File: src/rtl/pipe_stage_reg.sv
// -----------------------------------------------------------------------------
// pipe_stage_reg
//
// This is one pipeline register stage with a valid/ready handshake on both
// sides. A flush or csr_flush turns the stage into an injected NOP bubble.
// A stall freezes the stage.
//
// The optional skid entry is enabled by the PIPE_STAGE_SKID_EN macro.
//   - Defined:   there is one extra skid entry. in_ready is taken from
//                registers only, so there is no combinational path from
//                out_ready. The stage sustains 1 entry per cycle.
//   - Undefined: there is no skid storage. in_ready depends combinationally
//                on out_ready.
//
// Parameters
//   ADDR_W     address payload width
//   INST_W     instruction payload width
//   NOP_INST   instruction injected on a flush (addi x0,x0,0)
//   RESET_INST value of out_inst after reset
//
// Ports
//   clk, rst                          clock, synchronous active-high reset
//   in_valid/in_ready/in_addr/in_inst upstream handshake and payload
//   stall                             freezes the stage and blocks input
//   flush, csr_flush                  replace the contents with a NOP bubble
//   out_valid/out_ready               downstream handshake
//   out_addr/out_inst                 downstream payload
//   out_bubble                        current entry is an injected NOP
// -----------------------------------------------------------------------------
module pipe_stage_reg #(
   parameter int                ADDR_W     = 32,
   parameter int                INST_W     = 32,
   parameter logic [INST_W-1:0] NOP_INST   = INST_W'(32'h00000013),
   parameter logic [INST_W-1:0] RESET_INST = '0
) (
   input  logic              clk,
   input  logic              rst,
   input  logic              in_valid,
   output logic              in_ready,
   input  logic [ADDR_W-1:0] in_addr,
   input  logic [INST_W-1:0] in_inst,
   input  logic              stall,
   input  logic              flush,
   input  logic              csr_flush,
   output logic              out_valid,
   input  logic              out_ready,
   output logic [ADDR_W-1:0] out_addr,
   output logic [INST_W-1:0] out_inst,
   output logic              out_bubble
);

   logic              out_valid_reg;
   logic              out_bubble_reg;
   logic [ADDR_W-1:0] out_addr_reg;
   logic [INST_W-1:0] out_inst_reg;

   logic              accept;
   logic              drain;
   logic              load_main;
   logic              any_flush;

   // The main register loads from src_*.
   logic              src_valid;
   logic [ADDR_W-1:0] src_addr;
   logic [INST_W-1:0] src_inst;

   assign accept    = in_valid && in_ready;
   assign drain     = out_valid_reg && out_ready && !stall;
   assign load_main = !out_valid_reg || drain;
   assign any_flush = flush || csr_flush;

`ifdef PIPE_STAGE_SKID_EN
   logic              skid_valid_reg;
   logic [ADDR_W-1:0] skid_addr_reg;
   logic [INST_W-1:0] skid_inst_reg;

   // in_ready comes from registers only. It is low whenever the skid entry
   // is full, so an accept can never collide with a pending skid entry.
   assign in_ready = !skid_valid_reg && !stall;

   // Entries leave in order: an older skid entry goes to the main register
   // before any new input.
   assign src_valid = skid_valid_reg || accept;
   assign src_addr  = skid_valid_reg ? skid_addr_reg : in_addr;
   assign src_inst  = skid_valid_reg ? skid_inst_reg : in_inst;

   always_ff @(posedge clk) begin
      if (rst || any_flush) begin
         skid_valid_reg <= 1'b0;
      end else if (!stall) begin
         if (load_main) begin
            // The main register takes the skid entry, or the input directly.
            skid_valid_reg <= 1'b0;
         end else if (accept) begin
            // The main register is occupied and not draining, so park the input.
            skid_valid_reg <= 1'b1;
            skid_addr_reg  <= in_addr;
            skid_inst_reg  <= in_inst;
         end
      end
   end
`else
   // Without skid storage, input is only taken when the main register can
   // load it in the same cycle.
   assign in_ready  = (!out_valid_reg || out_ready) && !stall;

   assign src_valid = accept;
   assign src_addr  = in_addr;
   assign src_inst  = in_inst;
`endif

   always_ff @(posedge clk) begin
      if (rst) begin
         out_valid_reg  <= 1'b0;
         out_bubble_reg <= 1'b0;
         out_addr_reg   <= '0;
         out_inst_reg   <= RESET_INST;
      end else if (any_flush) begin
         // Flush wins over stall. The address is kept so the bubble still
         // carries the PC of the squashed slot.
         out_valid_reg  <= 1'b1;
         out_bubble_reg <= 1'b1;
         out_inst_reg   <= NOP_INST;
      end else if (!stall && load_main) begin
         if (src_valid) begin
            out_valid_reg  <= 1'b1;
            out_bubble_reg <= 1'b0;
            out_addr_reg   <= src_addr;
            out_inst_reg   <= src_inst;
         end else begin
            out_valid_reg  <= 1'b0;
         end
      end
   end

   assign out_valid  = out_valid_reg;
   assign out_bubble = out_bubble_reg;
   assign out_addr   = out_addr_reg;
   assign out_inst   = out_inst_reg;

endmodule
File: config.mk
export PLATFORM = sky130hd
export DESIGN_NAME = pipe_stage_reg
export DESIGN_NICKNAME = d
export VERILOG_FILES = /design/src/rtl/pipe_stage_reg.sv
export SDC_FILE = /design/constraint.sdc
export NUM_CORES = 1
export LEC_CHECK = 0
export CORE_AREA = 2 2 83 85
export DETAILED_ROUTE_END_ITERATION = 7
export DIE_AREA = 0 0 85 87
export PLACE_DENSITY = 0.84
export SLEW_MARGIN = 20
export SYNTH_ARGS = -nofsm -noshare
export SYNTH_HDL_FRONTEND = slang
export SYNTH_SLANG_ARGS = --single-unit
File: constraint.sdc
create_clock -name clk -period 4.2 [get_ports clk]
set_clock_uncertainty 0.2 [all_clocks]
set_input_delay 1.05 -clock clk [delete_from_list [all_inputs] [get_ports clk]]
set_output_delay 1.05 -clock clk [all_outputs]
set_load 0.02 [all_outputs]
==> qor.yml <==
floorplan:
  die_h_um: 87
  row_count: 30
  dieArea_sq_mm: 0.007395
  core_sq_mm: 0.006569
  dieWidth_um: 85
  start_util_pct: 41.71
  ios: 138
critical_path:
  cp_top_family: "buffers and inverters"
  cp_cell_sequence: "clkdlybuf4s50_1, and2b_1, nor2_1, clkdlybuf4s50_1"
  critPathMaxFanout: 3
  critPathBufInv: 2
  cp_common_cell: "clkdlybuf4s50_1"
  rr_worst_depth: 5
  cp_slowest_cell: "clkdlybuf4s50_1"
  start_kind: "input pin"
  crit_required_ns: 2.95
  critPathCaptureType: "output port"
  cp_data_arrival_time_ns: 2.48
  critPathMaxStageDelay_ns: 0.61
  worstSetupPathDepth: 4
  worstSetupPathType: "input pin to output port"
grt:
  first_global_vias: 2504
  groute.usage.overall_pct: 20.10
  antenna_found_initial: 0
  grt_pass1_wl_um: 11830
  grt_overflow: 0
  grt_max_degree: 70
sta:
  fmax_mhz: 268.1
  setup_ws_ns: 0.4694
  rsz0062_at_grt: "false"
  slew_headroom_pct: 34.95
  timing.final.crit_share_pct: 88.82
  finalSetupViolCount: 0
  period_needed_ns: 3.731
  max_slew.worst_pin.slew_ns: 0.9757
  hold_violations: 0
  tns_ns: 0
  finalMaxSlewViolations: 0
layout:
  layout-area-overhead-vs-synth_pct: 56.94
  design_area_sq_mm: 0.004300
  final-seq-area_sq_mm: 0.001321
  final.fill_count: 555
  layout-drive-gt1-share_pct: 5.116
  multi_input_area_sq_mm: 0.001276
  antenna_cells: 0
  layout.nets: 496
placed_design:
  post-place-ws_ns: 0.4711
  dpl_cell_area_sq_mm: 0.004118
  dp_hpwl_um: 5088
  place.port_buffers: 137
  gp_congestion: 0.7221
synth:
  synth_xor_xnor_area_share_pct: 0
  syn_inst: 299
  synth-async-reset-ratio_pct: 0
  synth_mux_area_share_pct: 11.69
  synthAdderAreaFrac_pct: 0
  synth_top_cell_by_area: "dfxtp_1"
  synth_area_per_cell_sq_um: 9.164
  synth_commonest_cells: "dfxtp_1 (66), nand2b_1 (66), mux2i_1 (32), nand3_1 (32), o21ai_0 (31)"
  syn_nets: 370
  synth_area_sq_mm: 0.002740
  yosys_most_used_dff: "dfxtp_1"
  yosysSeqAreaShare_pct: 48.22
  synthTopCellsByArea: "dfxtp_1 (48%), nand2b_1 (15%), mux2i_1 (12%)"
  synth-edff-count: 0
  synth_top_family_by_area: "simple AND/OR/NAND/NOR gates"
  synth-compound-area-share_pct: 12.60
  synth_cell_type_count: 18
  synth_top_area_share_pct: 48.22
  synthSimpleGateAreaFrac_pct: 22.15
  yosysWarnings: 0
  ys_ff_latch: 66
pwr:
  combPwrFrac_pct: 14.2
  power.internal_mw: 1.007
  p_per_area_mw_per_mm2: 306.1
  p_clk_share_pct: 36.9
  seq_power_share_pct: 48.9
  power.switching_mw: 0.3099
  leakage_nw: 1.457
  power_switching_share_pct: 23.54
  peakVddDrop_v: 0.0002295
clocking:
  clk_pin_slew_worst_paths_ns: 0.06
  hold_buffers: 0
  numCtsBuffers: 9
  cts_sinks: 66
  htree_levels: 3
  cts-resized-gates: 0
  root_buffer: "clkbuf_8"
  cts_setup_buffers: 0
  clk_latency_ns: 0.32
  cts_tree: "built"
  cts_max_path_buffers: 2
detailed_routing:
  vias_per_cell: 5.031
  postRouteAntennaNets: 0
  num_vias: 2566
  dr.pass1.iters: 4
  drc_errors: 0
  first_iter_violations: 27
  wl_per_cell_um: 14.66
  drt-total-wl_um: 7479
run:
  drv_cap: 0
hold_path:
  whs_path_depth: 2
  hold_class: "flip-flop to flip-flop"
run_status:
  status: "finished, final reports clean"
-- worst reg2reg max path, cell delays in order, from the launching register on --
cell and delay (ns):
dfxtp_1 0.33, nand2b_1 0.07, buf_4 0.32, and3_2 0.25, buf_4 0.45, mux2i_1 0.30
-- power groups by stage --
stage | Combinational (mW) | Clock (mW) | Sequential (mW)
global route | 0.200 | 0.525 | 0.645
floorplan | 0.0662 | 0 | 0.673
CTS | 0.188 | 0.500 | 0.644
global placement | 0.184 | 0 | 0.658
detailed placement | 0.187 | 0 | 0.658
finish | 0.187 | 0.486 | 0.644
-- cell type report --
type | count | share of cell area, %
clock inverter | 2 | 0.2328
sequential | 66 | 30.72
inverter | 1 | 0.08729
tap | 80 | 2.328
timing repair buffer | 143 | 32.94
multi-input combinational | 204 | 29.68
clock buffer | 14 | 4.015
-- logic make-up (layout without fill, tap and decap cells) --
kind of cell           after synthesis  after routing
AO/OA/AOI/OAI                       68             68
buffers and inverters               29            160
flip-flops                          66             66
multiplexers                        32             32
AND/OR/NAND/NOR                    104            104
-- metal layers --
layer  GRT usage (%)  up-vias  wire length (um)
met4           5.628        0                28
met3           8.436        2               671
met1           23.74     1193              3191
li1                -     1269                 -
met5               0        -                 0
met2           33.59      102              3587
-- worst paths after layout --
| check | end | slack (ns) | startpoint |
|---|---|---|---|
| max reg2reg | out_addr[30] | 2.19 | out_valid |
| max | in_ready | 0.47 | out_ready |
| min | out_addr[10] | 0.27 | out_addr[10] |
| min reg2reg | out_addr[10] | 0.27 | out_addr[10] |
-- stage by stage --
stage / hold WS [ns] / utilization [%] / std cells / total power [mW]
2_1_floorplan: 0.3460 / - / 299 / 0.7390
3_3_place_gp: 0.2572 / 62.69 / 494 / 0.8412
3_5_place_dp: 0.2620 / 62.69 / 494 / 0.8449
4_1_cts: 0.2731 / 65.47 / 510 / 1.332
5_1_grt: 0.2806 / 65.47 / 510 / 1.370
6_report: 0.2692 / 65.47 / 510 / 1.317
-- layout by cell type (no fill, tap or decap), types with 2 or more instances in the layout --
| master | n |
|---|---|
| a21oi_1 | 30 |
| a31oi_1 | 4 |
| o21ai_1 | 3 |
| dfxtp_1 | 66 |
| nor2_1 | 2 |
| clkdlybuf4s50_1 | 137 |
| nand3_1 | 32 |
| buf_4 | 6 |
| clkbuf_1 | 2 |
| nand2b_1 | 66 |
| clkbuf_8 | 12 |
| o21ai_0 | 31 |
| clkinv_2 | 2 |
| mux2i_1 | 32 |
Power figures use the tool's default switching activity.
